===== config.mk =====
export PLATFORM = sky130hd
export DESIGN_NAME = image_rto_core_flat
export DESIGN_NICKNAME = d
export VERILOG_FILES = /design/src/rtl/image_rto_core_if.sv /design/src/rtl/image_rto_core.sv /design/src/flat_wrapper.sv
export SDC_FILE = /design/constraint.sdc
export NUM_CORES = 2
export LEC_CHECK = 0
export CAP_MARGIN = 20
export CORE_ASPECT_RATIO = 1.4
export CORE_UTILIZATION = 39
export DETAILED_ROUTE_END_ITERATION = 8
export GPL_TIMING_DRIVEN = 0
export PLACE_DENSITY = 0.55
export SLEW_MARGIN = 10
export SYNTH_ARGS = -nofsm -noshare
export SYNTH_HDL_FRONTEND = slang
export SYNTH_SLANG_ARGS = --single-unit

===== constraint.sdc =====
create_clock -name rtio_clk -period 17.46 [get_ports rtio_clk]
set_input_delay 1.746 -clock rtio_clk [delete_from_list [all_inputs] [get_ports rtio_clk]]
set_output_delay 1.746 -clock rtio_clk [all_outputs]
set_load 0.03 [all_outputs]

===== src/rtl/image_rto_core_if.sv =====
// Bridge-side push bus for image_rto_core: write strobe and entry in, full/empty status out.
interface image_rto_core_if #(
  parameter int DATA_WIDTH = 128
);
  logic                  rto_core_write;
  logic [DATA_WIDTH-1:0] rto_core_fifo_din;
  logic                  rto_core_full;
  logic                  rto_core_empty;

  modport master (output rto_core_write, rto_core_fifo_din, input rto_core_full, rto_core_empty);
  modport slave  (input rto_core_write, rto_core_fifo_din, output rto_core_full, rto_core_empty);
endinterface


===== src/rtl/image_rto_core.sv =====
// Timed command consumer: buffers {ts, payload} entries and strobes each payload once counter >= ts.
// Define IMAGE_RTO_LATE_DROP_EN to discard (rather than release) entries that arrive late.
module image_rto_core #(
  parameter int FIFO_DEPTH_LOG2 = 4,
  parameter int DATA_WIDTH      = 128
) (
  input  logic                     rtio_clk,
  input  logic                     resetn,
  input  logic                     rto_core_reset,
  input  logic                     rto_core_flush,
  image_rto_core_if.slave          bridge,
  input  logic                     auto_start,
  input  logic [63:0]              counter,
  output logic                     image_cmd_valid,
  output logic [DATA_WIDTH-64-1:0] image_cmd_data,
  output logic                     late_error,
  output logic                     overflow_error,
  output logic [31:0]              fired_count
);
  localparam int DEPTH = 1 << FIFO_DEPTH_LOG2;
  localparam int PW    = DATA_WIDTH - 64;

  typedef logic [FIFO_DEPTH_LOG2-1:0] ptr_t;
  typedef logic [FIFO_DEPTH_LOG2:0]   cnt_t;
  typedef enum logic [1:0] {S_IDLE, S_LOAD, S_WAIT} state_e;

  logic [DATA_WIDTH-1:0] mem_q [DEPTH];
  ptr_t                  wr_ptr_q, rd_ptr_q;
  cnt_t                  count_q, count_d;
  logic                  full_q, empty_q;
  state_e                state_q, state_d;
  logic [63:0]           ts_q;
  logic [PW-1:0]         pl_q, data_q;
  logic                  first_q, valid_q, late_q, ovf_q;
  logic [31:0]           fired_q;
  logic                  rst, push, pop, fire, late_now, drop, rel;

  assign rst      = !resetn || rto_core_reset;
  assign push     = bridge.rto_core_write && !full_q && !rto_core_flush;
  assign late_now = (state_q == S_WAIT) && first_q && (counter > ts_q);
  assign rel      = fire && !drop;

`ifdef IMAGE_RTO_LATE_DROP_EN
  // Lateness is only judged on the first WAIT cycle; remember it across an auto_start freeze.
  logic head_late_q;
  assign drop = late_now || head_late_q;

  always_ff @(posedge rtio_clk) begin
    if (rst)                    head_late_q <= 1'b0;
    else if (state_q == S_LOAD) head_late_q <= 1'b0;
    else if (late_now)          head_late_q <= 1'b1;
  end
`else
  assign drop = 1'b0;
`endif

  always_comb begin
    state_d = state_q;
    pop     = 1'b0;
    fire    = 1'b0;
    unique case (state_q)
      S_IDLE: if (auto_start && !empty_q) begin
        pop     = 1'b1;
        state_d = S_LOAD;
      end
      S_LOAD: state_d = S_WAIT;
      S_WAIT: if (auto_start && counter >= ts_q) begin
        fire = 1'b1;
        if (!empty_q) begin
          pop     = 1'b1;
          state_d = S_LOAD;
        end else begin
          state_d = S_IDLE;
        end
      end
      default: state_d = S_IDLE;
    endcase
    // Flush discards the head and suppresses any release due this cycle.
    if (rto_core_flush) begin
      state_d = S_IDLE;
      pop     = 1'b0;
      fire    = 1'b0;
    end
  end

  always_comb begin
    count_d = count_q;
    if (push && !pop)      count_d = count_q + 1'b1;
    else if (pop && !push) count_d = count_q - 1'b1;
  end

  always_ff @(posedge rtio_clk) begin
    if (push) mem_q[wr_ptr_q] <= bridge.rto_core_fifo_din;
  end

  always_ff @(posedge rtio_clk) begin
    if (rst) begin
      state_q  <= S_IDLE;
      wr_ptr_q <= '0;
      rd_ptr_q <= '0;
      count_q  <= '0;
      full_q   <= 1'b0;
      empty_q  <= 1'b1;
      ts_q     <= '0;
      pl_q     <= '0;
      first_q  <= 1'b0;
      valid_q  <= 1'b0;
      data_q   <= '0;
      late_q   <= 1'b0;
      ovf_q    <= 1'b0;
      fired_q  <= '0;
    end else begin
      state_q <= state_d;
      if (rto_core_flush) begin
        wr_ptr_q <= '0;
        rd_ptr_q <= '0;
        count_q  <= '0;
        full_q   <= 1'b0;
        empty_q  <= 1'b1;
      end else begin
        if (push) wr_ptr_q <= wr_ptr_q + 1'b1;
        if (pop)  rd_ptr_q <= rd_ptr_q + 1'b1;
        count_q <= count_d;
        full_q  <= (count_d == cnt_t'(DEPTH));
        empty_q <= (count_d == '0);
      end
      if (pop) {ts_q, pl_q} <= mem_q[rd_ptr_q];
      first_q <= (state_q == S_LOAD) && !rto_core_flush;
      if (late_now) late_q <= 1'b1;
      if (bridge.rto_core_write && full_q && !rto_core_flush) ovf_q <= 1'b1;
      valid_q <= rel;
      if (rel) begin
        data_q  <= pl_q;
        fired_q <= fired_q + 32'd1;
      end
    end
  end

  assign bridge.rto_core_full  = full_q;
  assign bridge.rto_core_empty = empty_q;
  assign image_cmd_valid       = valid_q;
  assign image_cmd_data        = data_q;
  assign late_error            = late_q;
  assign overflow_error        = ovf_q;
  assign fired_count           = fired_q;
endmodule


===== src/flat_wrapper.sv =====
// flat-port wrapper written by rule: the top's interface ports become plain ports
module image_rto_core_flat 
#(
  parameter int FIFO_DEPTH_LOG2 = 4,
  parameter int DATA_WIDTH      = 128
)
  (rtio_clk, resetn, rto_core_reset, rto_core_flush, auto_start, counter, image_cmd_valid, image_cmd_data, late_error, overflow_error, fired_count, bridge_rto_core_write, bridge_rto_core_fifo_din, bridge_rto_core_full, bridge_rto_core_empty);
  image_rto_core_if #(.DATA_WIDTH(DATA_WIDTH)) bridge_i ();
  input  logic rtio_clk;
  input  logic resetn;
  input  logic rto_core_reset;
  input  logic rto_core_flush;
  input  logic auto_start;
  input  logic [63:0] counter;
  output logic image_cmd_valid;
  output logic [DATA_WIDTH-64-1:0] image_cmd_data;
  output logic late_error;
  output logic overflow_error;
  output logic [31:0] fired_count;
  input wire logic [$bits(bridge_i.rto_core_write)-1:0] bridge_rto_core_write;
  input wire logic [$bits(bridge_i.rto_core_fifo_din)-1:0] bridge_rto_core_fifo_din;
  output wire logic [$bits(bridge_i.rto_core_full)-1:0] bridge_rto_core_full;
  output wire logic [$bits(bridge_i.rto_core_empty)-1:0] bridge_rto_core_empty;
  assign bridge_i.rto_core_write = bridge_rto_core_write;
  assign bridge_i.rto_core_fifo_din = bridge_rto_core_fifo_din;
  assign bridge_rto_core_full = bridge_i.rto_core_full;
  assign bridge_rto_core_empty = bridge_i.rto_core_empty;
  image_rto_core #(.FIFO_DEPTH_LOG2(FIFO_DEPTH_LOG2), .DATA_WIDTH(DATA_WIDTH)) u_core (.rtio_clk(rtio_clk), .resetn(resetn), .rto_core_reset(rto_core_reset), .rto_core_flush(rto_core_flush), .bridge(bridge_i), .auto_start(auto_start), .counter(counter), .image_cmd_valid(image_cmd_valid), .image_cmd_data(image_cmd_data), .late_error(late_error), .overflow_error(overflow_error), .fired_count(fired_count));
endmodule

== After elaboration in Yosys (flattened, before gate mapping) ==
Memory sizes are Yosys's and may differ from the RTL's. A register that Yosys moved wholly into a read port is not among the register bits.
Index checks and enable logic that the tools add are counted.

* Register bits after elaboration: 117
* RAM bits: 2,048
* Output and inout port bits: 101
* Memories: 1

{| class="wikitable"
|+ Memories
! name !! depth !! width !! rd ports !! clocked after memory_dff !! write ports !! RTL line !! RTL
|-
| u_core.mem_q || 16 || 128 || 1 || 1 || 1 || image_rto_core.sv:27 || <nowiki>logic [DATA_WIDTH-1:0] mem_q [DEPTH];</nowiki>
|}

* Add/subtract/negate cells: 5
* Order comparisons: 2
* Eq/ne operators: 5
* Mux-type cells: 16
* Reduce and logical (&&, ||, !) cells: 22

{| class="wikitable"
|+ Operators by type and width
! operator !! count
|-
| $ge A64 B64 Y1 || 1
|-
| $gt A64 B64 Y1 || 1
|-
| $add A32 B1 Y32 const B || 1
|-
| $logic_and A1 B1 Y1 || 11
|-
| $mux W1 || 10
|-
| $mux W5 || 2
|-
| $add A4 B1 Y4 const B || 2
|-
| $logic_not A1 Y1 || 6
|-
| $pmux W2 S3 || 1
|-
| $add A5 B1 Y5 const B || 1
|-
| $eq A5 B5 Y1 const B || 1
|-
| $logic_not A5 Y1 || 1
|-
| $sub A5 B1 Y5 const B || 1
|-
| $mux W2 || 2
|-
| $eq A2 B1 Y1 const B || 1
|-
| $eq A2 B2 Y1 const B || 1
|-
| $logic_not A2 Y1 || 1
|-
| $ne A2 B1 Y1 const B || 1
|-
| $ne A2 B2 Y1 const B || 1
|-
| $pmux W1 S2 || 1
|-
| $reduce_and A2 Y1 || 1
|-
| $reduce_or A2 Y1 || 1
|-
| $logic_or A1 B1 Y1 || 1
|}

== Logic depth before layout (Yosys ltp) ==
* Depth after elaboration: 9
* Depth in mapped cells: 14
* Gate-level depth less buffers: 12

== Worst setup path after synthesis ==
Ideal clock, no wire load.

* Path kind: input -> register
* Start: in bridge_rto_core_write
* End: mem u_core.mem_q[3][0] (enable)
* Setup time: 0.772 ns
* Data arrival time: 11.328 ns
* Path slack: 5.360 ns
* Stages: 6
* Path through: nor2b_1 clkbuf_1 and2_1 clkbuf_1 nand2_1 nor3_1

* Longest elaborated chain between the ends: 4

{| class="wikitable"
|+ Ends and longest elaborated chain
! element !! RTL line !! RTL
|-
| start, declared || flat_wrapper.sv:20 || <nowiki>input wire logic [$bits(bridge_i.rto_core_write)-1:0] bridge_rto_core_write;</nowiki>
|-
| $logic_and A1 B1 Y1 (2 in a row) || image_rto_core.sv:39 || <nowiki>assign push = bridge.rto_core_write && !full_q && !rto_core_flush;</nowiki>
|-
| $mux W1 || image_rto_core.sv:93 || <nowiki>if (push) mem_q[wr_ptr_q] <= bridge.rto_core_fifo_din;</nowiki>
|-
| $mux W1 (implied by the code) || image_rto_core.sv:93 ||
|-
| end, declared || image_rto_core.sv:27 ||
|}

Every way passes these cells.

== Worst setup path in the final report ==
* Start: in counter[17]
* End: reg u_core.ts_q[39], read port of u_core.mem_q

* Longest elaborated chain between the ends: 5

{| class="wikitable"
|+ Ends and longest elaborated chain
! element !! RTL line !! RTL
|-
| start, declared || flat_wrapper.sv:14 || <nowiki>input logic [63:0] counter;</nowiki>
|-
| $ge A64 B64 Y1 || image_rto_core.sv:67 || <nowiki>S_WAIT: if (auto_start && counter >= ts_q) begin</nowiki>
|-
| $logic_and A1 B1 Y1 || image_rto_core.sv:67 ||
|-
| $mux W1 || image_rto_core.sv:67 ||
|-
| $pmux W1 S2 || image_rto_core.sv:61 || <nowiki>unique case (state_q)</nowiki>
|-
| $mux W1 || image_rto_core.sv:79 || <nowiki>if (rto_core_flush) begin</nowiki>
|-
| end, declared || image_rto_core.sv:32 || <nowiki>logic [63:0] ts_q;</nowiki>
|}

Every way passes these cells.
A chain may end at the register's enable or synchronous reset.

==> impl_metrics.tcl <==
set metrics [dict create \
    antenna_found_initial 46 \
    coreArea_sq_um 223000 \
    post_dp_cell_area_sq_um 97900 \
    placementRows 205 \
    ir_drop_v 0.0000834 \
    crit_fanout 12 \
    fin_crit_ns 6.54 \
    numClockSinks 2293 \
    path_class "input pin to flop" \
    maxCapViolCount 0 \
    drt_wl_total_mm 250 \
    r2r_end "u_core.ts_q[39]" \
    io_buffer_count 297 \
    min_path_cells 2 \
    grt-ovfl-total 0 \
    ctsHoldBuffers 0 \
    cp.required_ns 18.21 \
    rrSetupSlack_ns 11.56 \
    cts_resized 0 \
    ys_async_sr_fraction_pct 0 \
    root_buffer "clkbuf_16" \
    yosysSeqAreaShare_pct 76.0 \
    dpl.hpwl_mm 174 \
    synth_edf_count 2048 \
    syn_area_per_cell_sq_um 20.4 \
    p_leak_nw 31.9 \
    dr.pass1.iters 8 \
    post-route-drc-count 0 \
    max_freq_mhz 153 \
    hp-class "flop to flop" \
    rr_worst_depth 14 \
    setup_tns_ns 0 \
    setup_viol 0 \
    drv_slew 0 \
    numCtsBuffers 220 \
    fillCellCount 18600 \
    status "completed" \
    power_density_nw_per_um2 105 \
    die_h_microns 562 \
    avgViaCountPerCell 5.55 \
    htree_levels 4 \
    synth_fp_nets 4560 \
    antenna_left 0 \
    final_cell_mix "2,048 x edfxtp_1, 602 x mux4_2, 345 x nand2_1" \
    wl_per_cell_microns 30.7 \
    start_util_pct 39.2 \
    end_kind "flop" \
    setup_ws_ns 10.92 \
    holdPathEnd "u_core.image_cmd_data[11]" \
    maxSlewHeadroom_pct 22.0 \
    finClkSkew_ns 0.0634 \
    grt_max_degree 20 \
    ios 299 \
    netlist_area_sq_um 87400 \
    rsz0062_at_grt "false" \
    fin_area_sq_um 105000 \
    place_ws_ns 10.04 \
    ys_warn_count 0 \
    cts_buffer_depth 4 \
    worst_pin_slew_ns 1.17 \
    total_power_mw 11.1 \
    hold_viol 0 \
    nets 5335 \
    synth-main-ff-cell "edfxtp_1" \
    die-area_sq_um 226000 \
    grt_pass1_vias 46600 \
    path_clk_slew_ns 0.07 \
    post_cts_buffers 0 \
    grt_util_all_layers_pct 22.0 \
    hp-start "u_core.pl_q[11]" \
    final_layout_size_suffix_gt1_share_pct 23.7 \
    ys_ff_latch 2293 \
    first_iter_violations 4570 \
    die_x_microns 402 \
    postSynthCellCount 4290 \
    post-route-period-util_pct 37.4 \
    reg2reg_from "u_core.ts_q[19]" \
    vias 45300 \
    cts_tree "yes" \
    startpoint_type "input pin" \
    ys_types 49 \
    critPathArrivalTime_ns 7.28 \
    clkLatencyLatePin_ns 0.88 \
    grt_pass1_wl_mm 352 \
    gp_congestion 0.779 \
    areaGrowthSynthToFinish_pct 20.6 \
    final_common_cell "edfxtp_1" \
]
## critical path, stage by stage
cell and delay, ns:
clkdlybuf4s50_1 0.44, ha_1 0.32, a21o_1 0.16, a221o_1 0.33
a221oi_2 0.34, nand4_1 0.64, a311o_1 0.64, o31ai_4 0.56
nand2b_1 0.45, buf_2 0.75, buf_2 0.46, a211oi_1 0.17
a21oi_1 0.20, nor2_1 0.06
## report_power, final
| group | leakage [nW] | internal [mW] | switching, mW |
|---|---|---|---|
| clock network | 3.58 | 2.84 | 2.06 |
| logic | 7.94 | 0.0852 | 0.134 |
| registers | 20.4 | 5.99 | 0.00407 |
## metal layers
metal | vias to the layer above | share of wire, % | track usage [%]
li1 | 19000 | - | -
met1 | 24300 | 41 | 29.2
met2 | 1587 | 50 | 37.2
met3 | 341 | 7.4 | 4.63
met4 | 50 | 2.0 | 4.93
met5 | - | 0.13 | 0
## worst max-delay path by stage
stage / from / slack, ns / endpoint
final: counter[17] / 10.92 / u_core.ts_q[39]
after global routing: counter[17] / 10.87 / u_core.ts_q[39]
after CTS: counter[17] / 10.98 / u_core.ts_q[39]
after detailed placement: counter[17] / 10.04 / u_core.ts_q[39]
after global placement: bridge_rto_core_write / -8.68 / u_core.mem_q[2][33]
after floorplan: bridge_rto_core_write / 5.36 / u_core.mem_q[3][0]
## cell families (layout without fill, tap and decap cells)
group	Yosys count	count (layout)	synth area share [%]
flops	2293	2293	76.0
fa+ha+maj	72	72	1.03
mux	644	644	16.0
xor+xnor	41	41	0.411
simple gates	599	599	2.95
buf+inv	308	1261	1.36
compound gates	333	333	2.26
other cells	0	11	0
## cells in the mapped netlist, types with 2 or more instances
master     instances  area (sq um)
a21oi_1          221          1110
and3_1            10          62.6
nor4_1             3          18.8
mux2i_1           42           420
inv_1             74           278
nor2b_1           42           263
mux4_2           602         13600
buf_2             21           105
nand2b_1           8          50.1
a311oi_1           2          17.5
edfxtp_1        2048         61500
nand2_1          345          1290
o21a_1             2          15.0
nand4_1           32           200
xnor2_1           12           105
a2111o_1           2          22.5
a21o_1             3          22.5
nand3_1           19          95.1
a2bb2oi_1          2          17.5
ha_1              72           901
clkbuf_1         167           627
a31oi_1            2          12.5
nor2_1           112           420
a211oi_1          77           578
and2_1             5          31.3
a221oi_1           2          17.5
buf_1             45           169
dfxtp_1          245          4900
nor3_1            15          75.1
xor2_1            29           254
o21ai_0            7          35.0
nor3_2             2          20.0
and4_1             4          35.0
## state kept, by name (all words and copies together) (netlist names)
register,count
u_core.bridge.rto_core_full,1
u_core.image_cmd_valid,1
u_core.pl_q,64
u_core.state_q,2
u_core.ts_q,64
u_core.wr_ptr_q,4
u_core.bridge.rto_core_empty,1
u_core.rd_ptr_q,4
u_core.first_q,1
u_core.overflow_error,1
u_core.image_cmd_data,64
u_core.mem_q,2048
u_core.late_error,1
u_core.fired_count,32
u_core.count_q,5
## stage by stage
stage / hold slack, ns / util [%] / cells
floorplan: 0.432 / - / 4290
global placement: 0.444 / 42.2 / 7485
detailed placement: 0.445 / 44.0 / 7729
CTS: 0.428 / 47.2 / 8129
global route: 0.451 / 47.3 / 8143
finish: 0.426 / 47.3 / 8152
## cell type report
| cell class | instances | area [sq um] | area share (%) |
|---|---|---|---|
| Inverter | 74 | 278 | 0.264 |
| Clock buffer | 295 | 6030 | 5.72 |
| Multi-Input combinational cell | 1689 | 19900 | 18.9 |
| Clock inverter | 105 | 1280 | 1.21 |
| Timing Repair Buffer | 553 | 6870 | 6.52 |
| Sequential cell | 2293 | 66400 | 63.0 |
| Tap cell | 2898 | 3630 | 3.44 |
| Antenna cell | 11 | 27.5 | 0.0261 |
| Buffer | 234 | 930 | 0.882 |
Note: power is estimated with default switching activity, not from simulation.
